File: src/rtl/button_conditioner.sv
// -----------------------------------------------------------------------------
// button_conditioner
//
// Front end for the four raw, active-low push-buttons of the clock. Each button
// is synchronised, debounced and edge-detected independently and turned into
// clean single-cycle event pulses for the mode/edit state machine.
// Auto-repeat buttons (REPEAT_MASK bit set) emit a step pulse on press and then
// repeatedly while held. The other buttons emit one long_press pulse per hold.
//
// Bit order on every vector: [3]=down, [2]=up, [1]=mode, [0]=adjust.
//
// Ports:
//   clk         system clock, the only clock of the block
//   rst_n       asynchronous active-low reset
//   btn_n       raw button pins, 0 = pressed, asynchronous to clk
//   held        debounced level, 1 = pressed
//   press       one-cycle pulse when a press is accepted
//   step        one-cycle pulse on press and on every repeat (masked bits only)
//   long_press  one-cycle pulse once per hold (unmasked bits only)
// -----------------------------------------------------------------------------
module button_conditioner #(
    parameter int unsigned DEBOUNCE_CYCLES      = 1_000_000,
    parameter int unsigned REPEAT_DELAY_CYCLES  = 50_000_000,
    parameter int unsigned REPEAT_PERIOD_CYCLES = 10_000_000,
    parameter logic [3:0]  REPEAT_MASK          = 4'b1100
) (
    input  logic       clk,
    input  logic       rst_n,
    input  logic [3:0] btn_n,
    output logic [3:0] held,
    output logic [3:0] press,
    output logic [3:0] step,
    output logic [3:0] long_press
);

    localparam int unsigned DB_W = (DEBOUNCE_CYCLES > 1) ? $clog2(DEBOUNCE_CYCLES) : 1;
    localparam int unsigned HOLD_MAX = (REPEAT_DELAY_CYCLES > REPEAT_PERIOD_CYCLES) ?
                                       REPEAT_DELAY_CYCLES : REPEAT_PERIOD_CYCLES;
    localparam int unsigned HOLD_W = (HOLD_MAX > 1) ? $clog2(HOLD_MAX) : 1;

    localparam logic [DB_W-1:0]   DB_LAST     = DB_W'(DEBOUNCE_CYCLES - 1);
    localparam logic [HOLD_W-1:0] DELAY_LAST  = HOLD_W'(REPEAT_DELAY_CYCLES - 1);
    localparam logic [HOLD_W-1:0] PERIOD_LAST = HOLD_W'(REPEAT_PERIOD_CYCLES - 1);

    typedef enum logic [1:0] {
        StIdle,
        StDelay,
        StRepeat,
        StLong
    } hold_state_e;

    // -------------------------------------------------------------------------
    // Two-flop synchroniser, reset to the released level
    // -------------------------------------------------------------------------
    logic [3:0] s1_q;
    logic [3:0] s2_q;

    always_ff @(posedge clk or negedge rst_n) begin
        if (!rst_n) begin
            s1_q <= '1;
            s2_q <= '1;
        end else begin
            s1_q <= btn_n;
            s2_q <= s1_q;
        end
    end

    // -------------------------------------------------------------------------
    // Debounce: a level change is accepted only after s2 has differed from the
    // stable level for DEBOUNCE_CYCLES consecutive cycles.
    // -------------------------------------------------------------------------
    logic [DB_W-1:0] db_cnt_q [4];
    logic [3:0]      stable_q;
    logic [3:0]      held_q;
    logic [3:0]      db_done;
    logic [3:0]      rise;
    logic [3:0]      fall;

    always_comb begin
        db_done = '0;
        for (int i = 0; i < 4; i++) begin
            db_done[i] = (s2_q[i] != stable_q[i]) && (db_cnt_q[i] == DB_LAST);
        end
        // rise/fall mark the edge on which held is about to change
        rise = db_done & ~s2_q;
        fall = db_done & s2_q;
    end

    always_ff @(posedge clk or negedge rst_n) begin
        if (!rst_n) begin
            for (int i = 0; i < 4; i++) begin
                db_cnt_q[i] <= '0;
            end
            stable_q <= '1;
            held_q   <= '0;
        end else begin
            for (int i = 0; i < 4; i++) begin
                if (s2_q[i] == stable_q[i]) begin
                    db_cnt_q[i] <= '0;
                end else if (db_done[i]) begin
                    stable_q[i] <= s2_q[i];
                    held_q[i]   <= ~s2_q[i];
                    db_cnt_q[i] <= '0;
                end else begin
                    db_cnt_q[i] <= db_cnt_q[i] + 1'b1;
                end
            end
        end
    end

    // -------------------------------------------------------------------------
    // Per-button hold FSM with registered event outputs. The FSM reacts to
    // rise/fall on the same edge that held changes, so press, the first step
    // and the held level all appear together, and a release cancels any event
    // that would otherwise coincide with it.
    // -------------------------------------------------------------------------
    hold_state_e       hold_state_q [4];
    logic [HOLD_W-1:0] hold_cnt_q   [4];
    logic [3:0]        press_q;
    logic [3:0]        step_q;
    logic [3:0]        long_q;

    always_ff @(posedge clk or negedge rst_n) begin
        if (!rst_n) begin
            for (int i = 0; i < 4; i++) begin
                hold_state_q[i] <= StIdle;
                hold_cnt_q[i]   <= '0;
            end
            press_q <= '0;
            step_q  <= '0;
            long_q  <= '0;
        end else begin
            for (int i = 0; i < 4; i++) begin
                press_q[i] <= rise[i];
                step_q[i]  <= 1'b0;
                long_q[i]  <= 1'b0;

                if (fall[i]) begin
                    hold_state_q[i] <= StIdle;
                    hold_cnt_q[i]   <= '0;
                end else begin
                    unique case (hold_state_q[i])
                        StIdle: begin
                            if (rise[i]) begin
                                hold_state_q[i] <= StDelay;
                                hold_cnt_q[i]   <= '0;
                                step_q[i]       <= REPEAT_MASK[i];
                            end
                        end
                        StDelay: begin
                            if (hold_cnt_q[i] == DELAY_LAST) begin
                                hold_cnt_q[i] <= '0;
                                if (REPEAT_MASK[i]) begin
                                    step_q[i]       <= 1'b1;
                                    hold_state_q[i] <= StRepeat;
                                end else begin
                                    long_q[i]       <= 1'b1;
                                    hold_state_q[i] <= StLong;
                                end
                            end else begin
                                hold_cnt_q[i] <= hold_cnt_q[i] + 1'b1;
                            end
                        end
                        StRepeat: begin
                            if (hold_cnt_q[i] == PERIOD_LAST) begin
                                step_q[i]     <= 1'b1;
                                hold_cnt_q[i] <= '0;
                            end else begin
                                hold_cnt_q[i] <= hold_cnt_q[i] + 1'b1;
                            end
                        end
                        StLong: begin
                            // one-shot already fired; wait for release
                        end
                    endcase
                end
            end
        end
    end

    assign held       = held_q;
    assign press      = press_q;
    assign step       = step_q & REPEAT_MASK;
    assign long_press = long_q & ~REPEAT_MASK;

endmodule
File: config.mk
export PLATFORM = sky130hd
export DESIGN_NAME = button_conditioner
export DESIGN_NICKNAME = d
export VERILOG_FILES = /design/src/rtl/button_conditioner.sv
export SDC_FILE = /design/constraint.sdc
export NUM_CORES = 1
export LEC_CHECK = 0
export CAP_MARGIN = 20
export CORE_ASPECT_RATIO = 1.2
export CORE_MARGIN = 8
export CORE_UTILIZATION = 39
export DETAILED_ROUTE_END_ITERATION = 10
export PLACE_DENSITY = 0.59
export SETUP_SLACK_MARGIN = 0.05
export SLEW_MARGIN = 25
export SYNTH_ARGS = -nofsm -noshare
export SYNTH_HDL_FRONTEND = slang
export SYNTH_SLANG_ARGS = --single-unit
File: constraint.sdc
create_clock -name clk -period 2.85 [get_ports clk]
set_clock_uncertainty 0.1 [all_clocks]
set_input_delay 0.285 -clock clk [delete_from_list [all_inputs] [get_ports clk]]
set_output_delay 0.285 -clock clk [all_outputs]
set_load 0.02 [all_outputs]
Yosys cells after proc, flatten, opt, wreduce, memory -nomap -nowiden
Index checks and enable logic that the tools add are counted.
Widths: inputs -> output; s select.

storage, ports and cells
  bits in registers = 218
  latch bits = 0
  memory bits (writable) = 0
  ROM bits = 0
  input port bits = 6
  output and inout bits = 16
  word-level logic and storage cells = 174
  memories = 0

cells by class
  add/subtract/negate cells = 8
  multipliers = 0
  div/mod/pow operators = 0
  $lt $le $gt $ge = 0
  equality and inequality tests = 36
  shift operators = 0
  muxes and demuxes = 66
  bitwise logic cells = 11
  reduce and logical (&&, ||, !) cells = 28

operators with widths
  operator               number
  $mux 26                16
  $pmux 26 s3            4
  $mux 20                8
  $add 26x1->26 const B  4
  $eq 26x24->1 const B   4
  $eq 26x26->1 const B   4
  $add 20x1->20 const B  4
  $eq 20x20->1 const B   4
  $mux 2                 12
  $ne 3x3->1 const B     8
  $mux 1                 20
  $pmux 2 s2             4
  $reduce_and 2->1       8
  $reduce_bool 4->1      4
  $reduce_and 3->1       4
  $reduce_bool 3->1      4
  $and 4x4->4            2
  $eq 2x1->1 const B     4
  $eq 2x2->1 const B     4
  $logic_not 2->1        4
  $not 1->1              8
  $pmux 1 s3             2
  $eq 1x1->1             4
  $logic_and 1x1->1      4
  2 further kinds        5

Depth between registers and ports, before layout
  word-level depth = 6
  mapped depth = 9
  depth with buffers taken out = 8

Worst setup path after synthesis
No wires, ideal clock.

  path kind = reg2reg
  start point = register db_cnt_q[60] in the netlist's numbering
  end point = register hold_cnt_q[83] in the netlist's numbering
  library setup time = 0.121 ns
  data arrival time = 2.254 ns
  required time = 2.629 ns
  setup slack = 0.375 ns
  cell stages (with the launch flop) = 9
  path buffers = 1
  period minus slack after synthesis = 2.475 ns
  cell sequence = dfrtp_1 ha_1 nand3_1 or4_1 buf_2 o21a_1 or4_1 xor2_1 nor2_1

between the ends
  cells in the longest elaborated chain, start to end = 5
  elaborated cells on any way between the ends = 8
  those cells by class = 2 x eq/ne; 1 x mux; 2 x bitwise; 3 x reduce/logical

ends and longest elaborated chain
  element                                                           RTL line  RTL
  start: declaration                                                72        logic [DB_W-1:0] db_cnt_q [4];
  start signal: indexed assignment                                  105       db_cnt_q[i] <= db_cnt_q[i] + 1'b1;
  $eq 20x20->1 (*)                                                  82        db_done[i] = (s2_q[i] != stable_q[i]) && (db_cnt_q[i] == DB_LAST);
  $logic_and 1x1->1 (*)                                             82
  $and 4x4->4, on equally long branches                             85, 86
  $ne 3x3->1 (no source line) or $reduce_bool 4->1 (tied branches)  n/a
  $reduce_and 2->1 (no source line)                                 n/a
  end signal: indexed assignment                                    161       hold_cnt_q[i] <= hold_cnt_q[i] + 1'b1;
  end signal: indexed assignment                                    169       hold_cnt_q[i] <= hold_cnt_q[i] + 1'b1;
  end: declaration                                                  118       logic [HOLD_W-1:0] hold_cnt_q [4];

Every way passes the cells marked *; elsewhere a longest branch is shown, timed or not.
A chain may end at the register's enable or synchronous reset.

Final worst setup path
  start point = register hold_cnt_q[11] in the netlist's numbering
  end point = register hold_cnt_q[8] in the netlist's numbering

between the ends
  cells in the longest elaborated chain, start to end = 4
  elaborated cells on any way between the ends = 6
  those cells by class = 2 x eq/ne; 4 x mux

ends and longest elaborated chain
  element                                       RTL line  RTL
  $eq 26x24->1 or $eq 26x26->1 (tied branches)  165, 151
  $mux 26, on equally long branches             165, 151
  $pmux 26 s3 (*)                               142       unique case (hold_state_q[i])
  $mux 26 (*)                                   138       if (fall[i]) begin

Marked as above.

==> flow_metrics.env <==
export IMPL_mostFrequentLayoutCells="dfrtp_1 (204), nor2_1 (147), nand2_1 (132), nand3_1 (120), nand4_1 (52)"
export IMPL_min_period_ns=2.67
export IMPL_tightest_slew_ns=0.929
export IMPL_grt_setup_unrepaired="no"
export IMPL_layout_nets=1367
export IMPL_overflow=0
export IMPL_diodes=0
export IMPL_cp_data_required_time_ns=3.14
export IMPL_core_rowCount=69
export IMPL_slew_limit_headroom_pct=38.0
export IMPL_portBuffers=17
export IMPL_yosysWarnings=0
export IMPL_wl_per_cell_um=14.6
export IMPL_worstPathMaxFanout=20
export IMPL_cap_violations=0
export IMPL_cpPeakStageDelay_ns=0.59
export IMPL_clock_latency_ns=0.52
export IMPL_grt_pass1_wl_mm=45.1
export IMPL_routed_wl_mm=25.5
export IMPL_reg2reg_slack_ns=0.18
export IMPL_grt_max_degree=68
export IMPL_final_common_cell="dfrtp_1"
export IMPL_initial_core_util_pct=39.5
export IMPL_cts_inserted_buffers=25
export IMPL_synth_top_cell_area_share_pct=43.7
export IMPL_hold_depth=1
export IMPL_hold_ws_ns=0.0692
export IMPL_synth_edff_count=0
export IMPL_synthCells=1278
export IMPL_cts_root_buf="clkbuf_16"
export IMPL_fmax_mhz=375
export IMPL_hold_class="in -> reg"
export IMPL_drv_slew=0
export IMPL_first_pass_iters=5
export IMPL_grt_pass1_vias=9520
export IMPL_path_cells="or4_1, or4_1, o21a_1, o21a_1, buf_12, a21oi_1, o21ai_0"
export IMPL_hold_end="s1_q[2]"
export IMPL_die_w_um=174
export IMPL_powerDensity_nw_per_um2=484
export IMPL_cts_buffer_depth=3
export IMPL_place_hpwl_mm=17.6
export IMPL_critical_path_top_delay_family="simple AND/OR/NAND/NOR gates"
export IMPL_ir_drop_v=0.000413
export IMPL_gp_congestion=0.829
export IMPL_core_sq_um=29500
export IMPL_async_flop_share_pct=100
export IMPL_status="complete, no violations"
export IMPL_syn_avg_cell_area_sq_um=9.13
export IMPL_antenna_found_initial=0
export IMPL_cp_num_buf_inv=1
export IMPL_clock_sinks=216
export IMPL_crit_path_end_kind="flop"
export IMPL_crit_cells=7
export IMPL_tritoncts="done"
export IMPL_synth_top_flop_cell="dfrtp_1"
export IMPL_rr_startpoint="hold_cnt_q[11]"
export IMPL_fillerInstances=2839
export IMPL_ys_ff_latch=216
export IMPL_die_area_sq_um=35700
export IMPL_synthTopCellsByArea="dfrtp_1 (44%), nand3_1 (5.2%), nor2_1 (4.7%), nand2_1 (4.3%), xnor2_1 (3.4%)"
export IMPL_synth_cell_types=77
export IMPL_yosysSeqAreaShare_pct=46.5
export IMPL_clk_pin_slew_ns=0.06
export IMPL_die_height_um=205
export IMPL_fin_setup_tns_ns=0
export IMPL_cp_slowest_cell="or4_1"
export IMPL_drtAntennaViolNets=0
export IMPL_num_vias=9508
export IMPL_pin_count=22
export IMPL_min_period_over_period_pct=93.7
export IMPL_setup_violations=0
export IMPL_r2r_end="hold_cnt_q[8]"
export IMPL_design_power_total_mw=6.55
export IMPL_vias_per_cell=5.45
export IMPL_total_leakage_power_nw=5.62
export IMPL_r2r_cells=7
export IMPL_drc=0
export IMPL_synth_largest_area_cell="dfrtp_1"
export IMPL_cp_arrival_ns=2.96
export IMPL_finalHoldViolCount=0
export IMPL_worstSetupStartpointType="flop"
export IMPL_criticalPathCategory="reg -> reg"
export IMPL_syn_to_final_growth_pct=15.8
export IMPL_layout_drive_gt1_share_pct=10.0
export IMPL_hold_start="btn_n[2]"
export IMPL_track_usage_pct=14.4
export IMPL_syn_area_sq_um=11700
export IMPL_htreeDepth=1
export IMPL_drt_iter0_drc=584
==> sequential cells by signal, indices dropped and copies added (netlist names) <==
| signal | flops |
|---|---|
| db_cnt_q | 80 |
| held | 4 |
| hold_cnt_q | 104 |
| hold_state_q | 8 |
| long_q | 2 |
| press | 4 |
| s1_q | 4 |
| s2_q | 4 |
| stable_q | 4 |
| step_q | 2 |
==> cell families after synthesis <==
kind of cell / Yosys count / synth area share, %
AOI/OAI and AO/OA: 203 / 11.7
xor gates and xnor gates: 87 / 6.53
adders and majority gates: 24 / 2.57
buffers and inverters: 80 / 2.97
DFF: 216 / 46.5
muxes: 6 / 0.525
other: 1 / 0.0321
and+or+nand+nor: 661 / 29.2
==> per-layer routing <==
| metal | track usage (%) | vias to the layer above | share of wire (%) |
|---|---|---|---|
| li1 | - | 4727 | - |
| met1 | 18.1 | 4596 | 46 |
| met2 | 25.4 | 140 | 49 |
| met3 | 2.09 | 45 | 3.4 |
| met4 | 4.56 | 0 | 2.1 |
| met5 | 0 | - | 0 |
==> layout make-up <==
cell class	instances	area (sq um)	area share (%)
multi-input cells	985	5990	44.3
inverters	38	143	1.06
repair buffers	71	633	4.68
well taps	390	488	3.61
clock inverters	16	195	1.44
flip-flops and latches	216	5420	40.1
clock buffers	29	651	4.81
==> worst max-delay path by stage <==
| stage | slack, ns | endpoint | startpoint |
|---|---|---|---|
| after floorplan | 0.37 | hold_cnt_q[83] | db_cnt_q[60] |
| after CTS | 0.15 | hold_cnt_q[92] | db_cnt_q[60] |
| after detailed placement | -0.22 | hold_cnt_q[92] | hold_cnt_q[78] |
| after global routing | 0.05 | hold_cnt_q[29] | hold_cnt_q[26] |
| final | 0.18 | hold_cnt_q[8] | hold_cnt_q[11] |
| after global placement | -0.06 | hold_cnt_q[92] | hold_cnt_q[78] |
==> what timing repair did <==
| item | in CTS | in global routing |
|---|---|---|
| hold endpoints to repair | 63 | 0 |
| buffers inserted | 0 | 1 |
| setup endpoints to repair | 7 | 22 |
| pin swaps | 0 | 1 |
| hold buffers | 1 | 0 |
| gates resized for setup | 1 | 7 |
==> cell usage after synthesis, types with 10 or more instances <==
master,instances
and3_1,35
dfrtp_1,204
nor4_1,15
xor2_1,42
inv_1,38
o21a_1,10
ha_1,24
nor3_1,29
or3_1,28
a21o_1,11
clkbuf_1,26
nand4_1,52
dfstp_2,12
nor2_1,147
nand2_1,133
nand3_1,121
a21oi_1,43
nand2b_1,10
a31oi_1,38
o21ai_0,29
o31ai_1,19
and2_1,25
and4_1,13
xnor2_1,45
==> per-stage QoR <==
stage | setup WS (ns) | utilization, % | cell area [sq um] | cells
4_1_cts | 0.149 | 45.6 | 13500 | 1744
3_3_place_gp | -0.0591 | 42.7 | 12600 | 1698
3_5_place_dp | -0.218 | 42.7 | 12600 | 1698
6_report | 0.181 | 45.8 | 13500 | 1745
5_1_grt | 0.0509 | 45.8 | 13500 | 1745
2_1_floorplan | 0.375 | - | 11700 | 1281
==> report_power, final <==
group | leakage, nW | switching (mW) | internal, mW
Sequential | 2.97 | 0.0186 | 3.09
Combinational | 2.24 | 0.0969 | 0.0349
Clock | 0.418 | 1.30 | 2.01
(Power assumes the default switching activity.)
